File: src/rtl/aibcr3_merge_align_if.sv
// aibcr3_merge_align_if
// Bundles the complementary receive pair, the error-clear control and the
// recombined data/status outputs of aibcr3_merge_align.
// master: the side driving the pair (bench / upstream pad logic).
// slave : the merge/align block itself.
interface aibcr3_merge_align_if #(
   parameter int ERR_CNT_W = 8
);
   logic                 din_p;
   logic                 din_n;
   logic                 clr_err;
   logic                 dout;
   logic                 dout_vld;
   logic                 pair_err;
   logic [ERR_CNT_W-1:0] err_cnt;
   logic                 locked;

   modport master (
      output din_p, din_n, clr_err,
      input  dout, dout_vld, pair_err, err_cnt, locked
   );

   modport slave (
      input  din_p, din_n, clr_err,
      output dout, dout_vld, pair_err, err_cnt, locked
   );
endinterface

File: src/rtl/aibcr3_merge_align.sv
// aibcr3_merge_align
// Receive-side merge of an AIB complementary pair: two-flop synchroniser per
// leg, complementarity check, run-length glitch filter, lock/hold FSM and an
// optional saturating error counter.
// Build option AIBCR3_MERGE_ERRCNT_EN: when defined, err_cnt counts
// non-complementary samples and clr_err clears it; when undefined err_cnt is
// tied to zero, clr_err is ignored and no counter flops exist.
module aibcr3_merge_align #(
   parameter int FILT_DEPTH = 2,
   parameter int LOCK_CNT   = 4,
   parameter int ERR_CNT_W  = 8
) (
   input  logic                      clk,
   input  logic                      rst_n,
   aibcr3_merge_align_if.slave       bus
);

   localparam int FCW = $clog2(FILT_DEPTH + 1);
   localparam int LCW = $clog2(LOCK_CNT + 1);
   localparam logic [FCW-1:0] FILT_MAX = FCW'(FILT_DEPTH);
   localparam logic [LCW-1:0] LOCK_MAX = LCW'(LOCK_CNT);

   typedef struct packed {
      logic p;
      logic n;
   } pair_t;

   // The N leg resets high so the pair looks like a valid (0,1) out of reset.
   localparam pair_t PAIR_RST = '{p: 1'b0, n: 1'b1};

   typedef enum logic [1:0] {
      ST_UNLOCK = 2'd0,
      ST_ACQ    = 2'd1,
      ST_LOCK   = 2'd2,
      ST_HOLD   = 2'd3
   } state_t;

   // ------------------------------------------------------------------
   // Synchroniser
   // ------------------------------------------------------------------
   pair_t sync1_q, sync2_q;
   logic  sp, sn, valid;

   // Two flops per leg bring the asynchronous pair into clk.
   always_ff @(posedge clk or negedge rst_n) begin
      if (!rst_n) begin
         sync1_q <= PAIR_RST;
         sync2_q <= PAIR_RST;
      end else begin
         sync1_q <= '{p: bus.din_p, n: bus.din_n};
         sync2_q <= sync1_q;
      end
   end

   assign sp    = sync2_q.p;
   assign sn    = sync2_q.n;
   assign valid = sp ^ sn;

   // ------------------------------------------------------------------
   // Glitch filter
   // ------------------------------------------------------------------
   logic           cand_q, cand_d;
   logic [FCW-1:0] fcnt_q, fcnt_d;
   logic           dout_q, dout_d;

   // Track the current run of identical valid samples; an invalid sample
   // breaks the run but keeps the candidate value, and dout only moves once
   // the run is FILT_DEPTH long.
   always_comb begin
      cand_d = cand_q;
      fcnt_d = fcnt_q;
      dout_d = dout_q;
      if (!valid) begin
         fcnt_d = '0;
      end else if (sp == cand_q) begin
         if (fcnt_q != FILT_MAX)
            fcnt_d = fcnt_q + 1'b1;
      end else begin
         cand_d = sp;
         fcnt_d = FCW'(1);
      end
      if (valid && (fcnt_d == FILT_MAX))
         dout_d = cand_d;
   end

   // Filter state and recombined output.
   always_ff @(posedge clk or negedge rst_n) begin
      if (!rst_n) begin
         cand_q <= 1'b0;
         fcnt_q <= '0;
         dout_q <= 1'b0;
      end else begin
         cand_q <= cand_d;
         fcnt_q <= fcnt_d;
         dout_q <= dout_d;
      end
   end

   // ------------------------------------------------------------------
   // Lock FSM
   // ------------------------------------------------------------------
   state_t         state_q, state_d;
   logic [LCW-1:0] lcnt_q, lcnt_d;
   logic           locked_q, locked_d;
   logic           perr_q, perr_d;

   // Next state: LOCK_CNT consecutive valid samples to lock, one bad sample
   // is ridden out in HOLD, a second consecutive one drops lock.
   always_comb begin
      state_d = state_q;
      lcnt_d  = lcnt_q;
      case (state_q)
         ST_UNLOCK: begin
            if (valid) begin
               lcnt_d  = LCW'(1);
               state_d = (LOCK_CNT == 1) ? ST_LOCK : ST_ACQ;
            end
         end
         ST_ACQ: begin
            if (valid) begin
               lcnt_d = lcnt_q + 1'b1;
               if (lcnt_d == LOCK_MAX)
                  state_d = ST_LOCK;
            end else begin
               lcnt_d  = '0;
               state_d = ST_UNLOCK;
            end
         end
         ST_LOCK: begin
            if (!valid)
               state_d = ST_HOLD;
         end
         ST_HOLD: begin
            if (valid) begin
               state_d = ST_LOCK;
            end else begin
               lcnt_d  = '0;
               state_d = ST_UNLOCK;
            end
         end
         default: begin
            lcnt_d  = '0;
            state_d = ST_UNLOCK;
         end
      endcase
      locked_d = (state_d == ST_LOCK) || (state_d == ST_HOLD);
      perr_d   = ~valid;
   end

   // FSM state, registered lock status and the per-sample error flag.
   always_ff @(posedge clk or negedge rst_n) begin
      if (!rst_n) begin
         state_q  <= ST_UNLOCK;
         lcnt_q   <= '0;
         locked_q <= 1'b0;
         perr_q   <= 1'b0;
      end else begin
         state_q  <= state_d;
         lcnt_q   <= lcnt_d;
         locked_q <= locked_d;
         perr_q   <= perr_d;
      end
   end

   // ------------------------------------------------------------------
   // Error counter
   // ------------------------------------------------------------------
`ifdef AIBCR3_MERGE_ERRCNT_EN
   logic [ERR_CNT_W-1:0] err_q, err_d;

   // Saturating count of bad samples; clear wins over a same-cycle error.
   always_comb begin
      err_d = err_q;
      if (bus.clr_err)
         err_d = '0;
      else if (!valid && (err_q != {ERR_CNT_W{1'b1}}))
         err_d = err_q + 1'b1;
   end

   // Error counter register.
   always_ff @(posedge clk or negedge rst_n) begin
      if (!rst_n)
         err_q <= '0;
      else
         err_q <= err_d;
   end

   assign bus.err_cnt = err_q;
`else
   // Counter not built: clr_err has nothing to act on.
   logic unused_clr_err;
   assign unused_clr_err = bus.clr_err;
   assign bus.err_cnt    = '0;
`endif

   assign bus.dout     = dout_q;
   assign bus.dout_vld = locked_q;
   assign bus.locked   = locked_q;
   assign bus.pair_err = perr_q;

endmodule

File: src/flat_wrapper.sv
// flat-port wrapper written by rule: the top's interface ports become plain ports
module aibcr3_merge_align_flat 
#(
   parameter int FILT_DEPTH = 2,
   parameter int LOCK_CNT   = 4,
   parameter int ERR_CNT_W  = 8
)
  (clk, rst_n, bus_din_p, bus_din_n, bus_clr_err, bus_dout, bus_dout_vld, bus_pair_err, bus_err_cnt, bus_locked);
  aibcr3_merge_align_if #(.ERR_CNT_W(ERR_CNT_W)) bus_i ();
  input  logic clk;
  input  logic rst_n;
  input wire logic [$bits(bus_i.din_p)-1:0] bus_din_p;
  input wire logic [$bits(bus_i.din_n)-1:0] bus_din_n;
  input wire logic [$bits(bus_i.clr_err)-1:0] bus_clr_err;
  output wire logic [$bits(bus_i.dout)-1:0] bus_dout;
  output wire logic [$bits(bus_i.dout_vld)-1:0] bus_dout_vld;
  output wire logic [$bits(bus_i.pair_err)-1:0] bus_pair_err;
  output wire logic [$bits(bus_i.err_cnt)-1:0] bus_err_cnt;
  output wire logic [$bits(bus_i.locked)-1:0] bus_locked;
  assign bus_i.din_p = bus_din_p;
  assign bus_i.din_n = bus_din_n;
  assign bus_i.clr_err = bus_clr_err;
  assign bus_dout = bus_i.dout;
  assign bus_dout_vld = bus_i.dout_vld;
  assign bus_pair_err = bus_i.pair_err;
  assign bus_err_cnt = bus_i.err_cnt;
  assign bus_locked = bus_i.locked;
  aibcr3_merge_align #(.FILT_DEPTH(FILT_DEPTH), .LOCK_CNT(LOCK_CNT), .ERR_CNT_W(ERR_CNT_W)) u_core (.clk(clk), .rst_n(rst_n), .bus(bus_i));
endmodule
File: config.mk
export PLATFORM = sky130hd
export DESIGN_NAME = aibcr3_merge_align_flat
export DESIGN_NICKNAME = d
export VERILOG_FILES = /design/src/rtl/aibcr3_merge_align_if.sv /design/src/rtl/aibcr3_merge_align.sv /design/src/flat_wrapper.sv
export SDC_FILE = /design/constraint.sdc
export NUM_CORES = 1
export LEC_CHECK = 0
export CAP_MARGIN = 5
export CORE_MARGIN = 3
export CORE_UTILIZATION = 50
export CTS_CLUSTER_DIAMETER = 200
export DETAILED_ROUTE_END_ITERATION = 7
export PLACE_DENSITY = 0.78
export SYNTH_ARGS = -nofsm -noshare
export SYNTH_HDL_FRONTEND = slang
export SYNTH_SLANG_ARGS = --single-unit
File: constraint.sdc
create_clock -name clk -period 4.08 [get_ports clk]
set_input_delay 0.816 -clock clk [delete_from_list [all_inputs] [get_ports clk]]
set_output_delay 0.816 -clock clk [all_outputs]
set_load 0.01 [all_outputs]
==> metrics.txt, run 1 <==
Post-CTS Setup Repair Bufs=0; worst reg2reg setup slack=2.70 ns; CTS Hold Buffers Added=0; Tot GR Track Use=0.110; Layout area overhead=10.4%; Finished Core Util=0.597; total CTS buffers=3; synth cell count leaders=dfrtp_1, buf_4, nand2b_1; status=finished, final reports clean; delay-heaviest family, CP=buffers and inverters; RSZ-0062 raised after global routing=no; WL per Instance=10.5 um; DRC=0; Layout Nets=80; FF-to-FF End=u_core.lcnt_q[2]; number of synthesized flops with an enable pin=0; Setup CP Type=reg2out; Critical Path AT=1.17 ns; M3 GR Usage=0.0622; Starting Density=0.540; CP Cell Sequence=clkdlybuf4s50_1; Synth Area in Compound Gates=0.125; Sequential Area=378 um2; FF-to-FF Start=u_core.lcnt_q[0]; WL final=899 um; Mapped Cells=62; Yosys reg bits=15; H-tree Lvls=1; post-layout minimum cycle time=1.98 ns; post-synth cell types=27; Post-Synth Simple-Gate Area=0.106; footprint of the multi-input gates=290 um2; Final WS setup=2.10 ns; antenna violations before repair=0; max cap viols=0; first-pass GRT wire length=1550 um; Rows=13; Die Area=1930 um2; layout cells sized above 1=0.141; Fmax=504 MHz; Mean Syn Cell Area=11.6 um2; most frequent cell after synthesis=dfrtp_1; Fill cells=122; worst skew pair latency=0.27 ns; chip width=44.0 um; port bufs=7; R2R depth=4; CP Capture Point=bus_dout; Max IR drop VDD=0.270 mV; Synth area leader=dfrtp_1; CP max stage cell=clkdlybuf4s50_1; Die H=44.0 um; number of nets with antenna violations after routing=0; Synth Warn #=0; hold violation count in the final report=0; number of global-route vias before repair=383; Clock transition at path regs=0.08 ns; Vias/cell=4.98; Yosys top cell area share=0.451; CP Max Fanout=3; power per cell area=407 nW/um2; CP Launch Type=flop; I/O pin count=17; Post-Synth XOR/XNOR Area=0.0347; Clock Skews=0.00694 ns; sequential fraction of the synthesis area=0.524; largest family of logic cells by synthesized area=compound AO/OA/AOI/OAI gates; Buf+Inv Stages, Crit Path=1; Max stage delay on crit path=0.54 ns; multiplexer area fraction after synthesis=0.0434; grt peak-use layer=met2; Clock Path Buffers=2; Placeable Area=1330 um2; FFs w/ async S/R, synth=1.00; post-route setup TNS=0 ns; Placement Setup Slack=2.38 ns; Final period util=0.486; Design Power=324 uW; Min-Delay Path Class=reg2reg; worst path required time=3.26 ns; Iteration-0 DRC Markers=7; post_cts resized=0; clock sink count=15; grt total ovfl=0; final max-slew violation count=0; HPWL Detailed=715 um; CTS tree=yes; Stages on worst setup path=1; Vias=428; slew of the pin with the lowest slew margin=0.621 ns; top_reg_cell synth=dfrtp_1; Detailed Routing Iterations Pass 1=3; synthesized cell area=721 um2; crit end category=output port; Post-Synth Adder-Cell Area=0.0521; Final setup viols=0; grt met2 use=0.172; Slew HR=0.585; global-route track usage on met1=0.128; GPL Wtd Cong=0.710; largest net degree at the start of global routing=16; Root Buffer=clkbuf_4; diode count=0; critical path startpoint=u_core.bus.dout; synth top area cells=dfrtp_1, buf_4, dfstp_2; Static Leak=0.384 nW
worst min path at each step:
stage / slack [ns] / depth (start not counted) / to / start
3_5_place_dp: 0.34 / 0 / u_core.sp / u_core.sync1_q[1]
5_1_grt: 0.37 / 0 / u_core.sp / u_core.sync1_q[1]
3_3_place_gp: 0.33 / 0 / u_core.sp / u_core.sync1_q[1]
4_1_cts: 0.36 / 0 / u_core.sp / u_core.sync1_q[1]
2_1_floorplan: 0.33 / 0 / u_core.sp / u_core.sync1_q[1]
6_report: 0.35 / 0 / u_core.sp / u_core.sync1_q[1]
worst reg2reg max path, stage by stage (launching register included):
cell and delay [ns]:
dfrtp_1 0.39, ha_1 0.19, or3b_1 0.35, a311oi_1 0.27
a21o_1 0.12
through the flow:
stage                     hold WS [ns]  std cells  instance area (um2)
after floorplan                  0.331         69                  747
after global placement           0.332         82                  768
after detailed placement         0.336         82                  768
after CTS                        0.357         86                  796
after global routing             0.368         86                  796
final                            0.354         86                  796
routing by layer:
layer	routed length, um	up-vias
li1	-	213
met1	394	200
met2	438	13
met3	58	2
met4	8	0
met5	0	-
logic make-up after synthesis:
group	after synthesis
compound gates	12
simple gates	14
fa+ha+maj	3
other cells	1
buf+inv	12
xor+xnor	2
mux	3
flops	15
flip-flops by register name, summed over array words and instances, names as in the netlist:
signal / cells
u_core.sn: 1
u_core.fcnt_q: 2
u_core.cand_q: 1
u_core.bus.dout_vld: 1
u_core.sync1_q: 2
u_core.bus.pair_err: 1
u_core.sp: 1
u_core.state_q: 2
u_core.bus.dout: 1
u_core.lcnt_q: 3
area by class of cell:
cell class,instances,share of cell area
clock buffer,3,0.0283
clock inverter,1,0.00629
inverter,3,0.0142
multi-input combinational,42,0.365
sequential,15,0.475
tap,15,0.0236
timing repair buffer,7,0.0881
report_power, final:
part / internal, mW / switching, mW / total [mW]
combinational: 0.0339 / 0.0291 / 0.0629
clock: 0.0363 / 0.0419 / 0.0781
sequential: 0.166 / 0.0162 / 0.182
total: 0.236 / 0.0871 / 0.324
cell usage in the layout (no fill, tap or decap):
cell	Yosys	final
nand3_1	1	1
clkinv_2	0	1
mux2i_1	2	2
o21ai_0	2	2
xnor2_2	1	1
a311oi_1	1	1
a22o_2	1	1
a22oi_1	2	2
clkbuf_4	0	3
or3b_1	1	1
nand2b_1	4	4
nor2b_1	2	2
dfrtp_1	13	13
clkdlybuf4s50_1	0	7
o21bai_1	1	1
and2_1	1	1
conb_1	1	8
a21bo_2	1	1
dfstp_2	2	2
o22ai_1	1	1
a21o_1	1	1
mux2_2	1	1
a32o_1	1	1
ha_1	3	3
xor2_1	1	1
inv_1	3	3
nand2_1	3	3
a21oi_1	1	1
nor2_1	2	2
Note: power is estimated with default switching activity, not from simulation.
==> run 2: changes to the inputs <==
--- a/config.mk
+++ b/config.mk
@@ -7,10 +7,10 @@
 export LEC_CHECK = 0
 export CAP_MARGIN = 5
 export CORE_MARGIN = 3
-export CORE_UTILIZATION = 50
+export CORE_UTILIZATION = 47
 export CTS_CLUSTER_DIAMETER = 200
 export DETAILED_ROUTE_END_ITERATION = 7
-export PLACE_DENSITY = 0.78
+export PLACE_DENSITY = 0.74
 export SYNTH_ARGS = -nofsm -noshare
 export SYNTH_HDL_FRONTEND = slang
 export SYNTH_SLANG_ARGS = --single-unit
==> constraint.sdc (replaced) <==
create_clock -name clk -period 1.9 [get_ports clk]
set_input_delay 0.38 -clock clk [delete_from_list [all_inputs] [get_ports clk]]
set_output_delay 0.38 -clock clk [all_outputs]
set_load 0.01 [all_outputs]
==> run 2 against run 1 <==
Against the previous run: sequential share of layout area decreased by 0.37 points; largest cell class unchanged; largest power group unchanged; critical path type unchanged; clock skew about the same; combinational power increased by 120%; sequential power increased by 110%; hold slack improved by 0.0014 ns; highest routed layer is now met3.
==> metrics.txt, run 2 (same netlist as run 1, synthesis figures left out) <==
diode count=0; clock sink count=15; Final Non-Filler Cells=87; hold-critical path endpoint=u_core.sp; number of global-route vias before repair=373; port bufs=7; final max-slew violation count=0; Buf+Inv Stages, Crit Path=1; Vias/cell=4.86; Root Buffer=clkbuf_4; CP Launch Type=flop; worst skew pair latency=0.27 ns; post-route setup TNS=0 ns; Vias=423; max cap viols=0; Die H=45.2 um; post-layout minimum cycle time=1.56 ns; Die Area=2040 um2; Fmax=640 MHz; number of nets with antenna violations after routing=0; chip width=45.2 um; Final setup viols=0; RSZ-0062 raised after global routing=no; GPL Wtd Cong=0.661; CP Cell Sequence=clkdlybuf4s50_1; hold violation count in the final report=0; delay-heaviest family, CP=buffers and inverters; Final WS setup=0.337 ns; Static Leak=0.386 nW; Final period util=0.823; power per cell area=875 nW/um2; critical path startpoint=u_core.bus.dout; HP Start=u_core.sync1_q[1]; Clock Skews=0.00646 ns; HPWL Detailed=701 um; crit end category=output port; I/O pin count=17; most used cells in the layout excluding fill and tap cells=dfrtp_1, conb_1, clkdlybuf4s50_1; Starting Density=0.527; Placed Instances=83; H-tree Lvls=1; post_cts resized=0; Layout area overhead=11.3%; Clock transition at path regs=0.09 ns; layout cells sized above 1=0.139; Design Power=701 uW; CP Max Fanout=3; total CTS buffers=3; Iteration-0 DRC Markers=10; WL per Instance=11.0 um; Layout Nets=81; Stages on worst setup path=1; worst path required time=1.52 ns; Min-Delay Path Class=reg2reg; Placement Setup Slack=0.528 ns; hold depth=0; Setup CP Type=reg2out; DRC=0; largest net degree at the start of global routing=16; CTS Hold Buffers Added=0; CP max stage cell=clkdlybuf4s50_1; commonest non-fill, non-tap cell in the layout=dfrtp_1; Clock Path Buffers=2; Hold Slack=0.355 ns; CTS tree=yes; Rows=13; worst reg2reg setup slack=0.53 ns; Placeable Area=1370 um2; Tot GR Track Use=0.114; FF-to-FF Start=u_core.lcnt_q[0]; Post-CTS Setup Repair Bufs=0; Detailed Routing Iterations Pass 1=6; register name with the most flops=u_core.lcnt_q; grt total ovfl=0; Max stage delay on crit path=0.54 ns; WL final=955 um; first-pass GRT wire length=1670 um; Critical Path AT=1.18 ns; Largest register FFs=3; antenna violations before repair=0; FF-to-FF End=u_core.lcnt_q[2]; status=finished, final reports clean; R2R depth=4; Max IR drop VDD=0.477 mV
## run 2: cell count changes in the layout (fill, tap and decap cells not counted)
cell	delta
clkbuf_1	+1
buf_4	+1
clkinv_2	-1
## run 2: per-stage QoR
stage                      util  instance area (um2)
after global placement    0.568                  776
final                     0.587                  802
after detailed placement  0.568                  776
after CTS                 0.587                  802
after floorplan               -                  747
after global routing      0.587                  802
## run 2: worst max path at each step
stage | end | slack (ns)
CTS | bus_dout | 0.34
detailed placement | u_core.lcnt_q[2] | 0.53
global route | bus_dout | 0.30
global placement | u_core.lcnt_q[2] | 0.57
finish | bus_dout | 0.34
floorplan | u_core.lcnt_q[2] | 0.61
## run 2: layout make-up
class / count / area (um2)
fillers: 115 / 564
flip-flops and latches: 15 / 378
multi-input cells: 42 / 290
repair buffers: 8 / 77.6
clock buffers: 4 / 26.3
well taps: 15 / 18.8
inverters: 3 / 11.3
## run 2: where the power goes
group | switching [mW] | internal, mW
combinational | 0.0627 | 0.0735
clock | 0.0925 | 0.0812
sequential | 0.0343 | 0.357
## run 2: layer usage
metal / share of wire / vias to the layer above / GRT usage
met5: 0 / - / 0
met4: 0 / 0 / 0.0351
met3: 0.090 / 0 / 0.0398
met2: 0.48 / 20 / 0.172
met1: 0.43 / 189 / 0.153
li1: - / 214 / -
==> run 3: changes to the inputs <==
==> constraint.sdc (replaced) <==
create_clock -name clk -period 1.45 [get_ports clk]
set_input_delay 0.29 -clock clk [delete_from_list [all_inputs] [get_ports clk]]
set_output_delay 0.29 -clock clk [all_outputs]
set_load 0.01 [all_outputs]
==> run 3 against run 2 <==
Against the previous run: global-route usage barely moved; register-to-register slack worse by 0.43 ns; hold slack got worse by 0.033 ns; clock skew fell by 0.0057 ns; final cell count grew 1.1%; utilization increased by 1.0 points; count of clock-buffer cells in the layout stayed put; critical endpoint is now u_core.lcnt_q[2]; largest cell class unchanged; highest routed layer is now met4.
==> metrics.txt, run 3 (same netlist as run 1, synthesis figures left out) <==
Rows=13; antenna violations before repair=0; Design Power=929 uW; Fmax=742 MHz; Clock Path Buffers=2; Iteration-0 DRC Markers=5; chip width=45.2 um; Die Area=2040 um2; Layout Nets=82; power per cell area=1140 nW/um2; Final WS setup=0.103 ns; Root Buffer=clkbuf_4; Detailed Routing Iterations Pass 1=6; CTS Hold Buffers Added=0; Placeable Area=1370 um2; largest net degree at the start of global routing=16; R2R depth=4; status=finished, final reports clean; Fill cells=115; diode count=0; worst path required time=1.67 ns; most used cells in the layout excluding fill and tap cells=dfrtp_1, conb_1, nand2b_1; CP Max Fanout=3; WL final=991 um; Finished Core Util=0.597; number of nets with antenna violations after routing=0; Starting Density=0.527; Setup CP Type=reg2reg; Final setup viols=0; H-tree Lvls=1; Placement Setup Slack=0.100 ns; register name with the most flops=u_core.lcnt_q; Clock Skews=0.000722 ns; Vias/cell=5.11; port bufs=7; first-pass GRT wire length=1580 um; Vias=450; Layout area overhead=13.2%; Static Leak=0.435 nW; layout cells sized above 1=0.151; worst reg2reg setup slack=0.10 ns; Final period util=0.929; post-layout minimum cycle time=1.35 ns; number of global-route vias before repair=375; Placed Instances=83; crit end category=flop; Hold Slack=0.322 ns; HPWL Detailed=721 um; total CTS buffers=3; Tot GR Track Use=0.114; commonest non-fill, non-tap cell in the layout=dfrtp_1; Die H=45.2 um; clock sink count=15; I/O pin count=17; max cap viols=0; post-route setup TNS=0 ns; CP Launch Type=flop; worst skew pair latency=0.27 ns; GPL Wtd Cong=0.671; Largest register FFs=3; Critical Path AT=1.57 ns; Clock transition at path regs=0.08 ns; grt total ovfl=0; Min-Delay Path Class=in2async; hold violation count in the final report=0; CTS tree=yes; WL per Instance=11.3 um; Max IR drop VDD=0.645 mV; final max-slew violation count=0; RSZ-0062 raised after global routing=no; DRC=0; design area=816 um2; placed inst area=776 um2; Final Non-Filler Cells=88
## run 3: cell types whose count changed in the layout (fill, tap and decap cells not counted), sizes merged
cell and delta:
buf +1, dlygate4sd2 +1, dlymetal6s2s +3, clkdlybuf4s50 -4
## run 3: repair_timing
| item | CTS | global route |
|---|---|---|
| endpoints found under the hold margin | 0 | 0 |
| buffers inserted | 0 | 1 |
| endpoints found under the setup margin | 1 | 4 |
| gates resized for setup | 1 | 3 |
## run 3: worst max-delay path: stages (launching register included)
cell and delay, ns:
dfrtp_1 0.39, ha_1 0.19, or3b_1 0.34, a311oi_1 0.26, a21o_1 0.11
## run 3: final cells by class
cell class              count  area [um2]  area share
flip-flops and latches     15         378       0.463
multi-input cells          42         290       0.356
repair buffers              9        91.3       0.112
inverters                   3        11.3      0.0138
well taps                  15        18.8      0.0230
clock buffers               4        26.3      0.0322
## run 3: power breakdown
part / internal (mW) / switching, mW
logic: 0.103 / 0.0829
clock network: 0.107 / 0.124
registers: 0.468 / 0.0445
## run 3: path summary, 6_finish.rpt
path,startpoint,to
worst max-delay path,u_core.lcnt_q[0],u_core.lcnt_q[2]
worst max register to register,u_core.lcnt_q[0],u_core.lcnt_q[2]
worst min-delay path,rst_n,u_core.lcnt_q[1]
max in group asynchronous,rst_n,u_core.sync1_q[0]
worst min register to register,u_core.sync1_q[0],u_core.sn
min in group clk,u_core.sync1_q[0],u_core.sn
## run 3: metal layers
| layer | vias up | part of all wire | GRT usage |
|---|---|---|---|
| li1 | 217 | - | - |
| met1 | 210 | 0.40 | 0.141 |
| met2 | 21 | 0.48 | 0.161 |
| met3 | 2 | 0.095 | 0.0359 |
| met4 | 0 | 0.021 | 0.0877 |
| met5 | - | 0 | 0 |
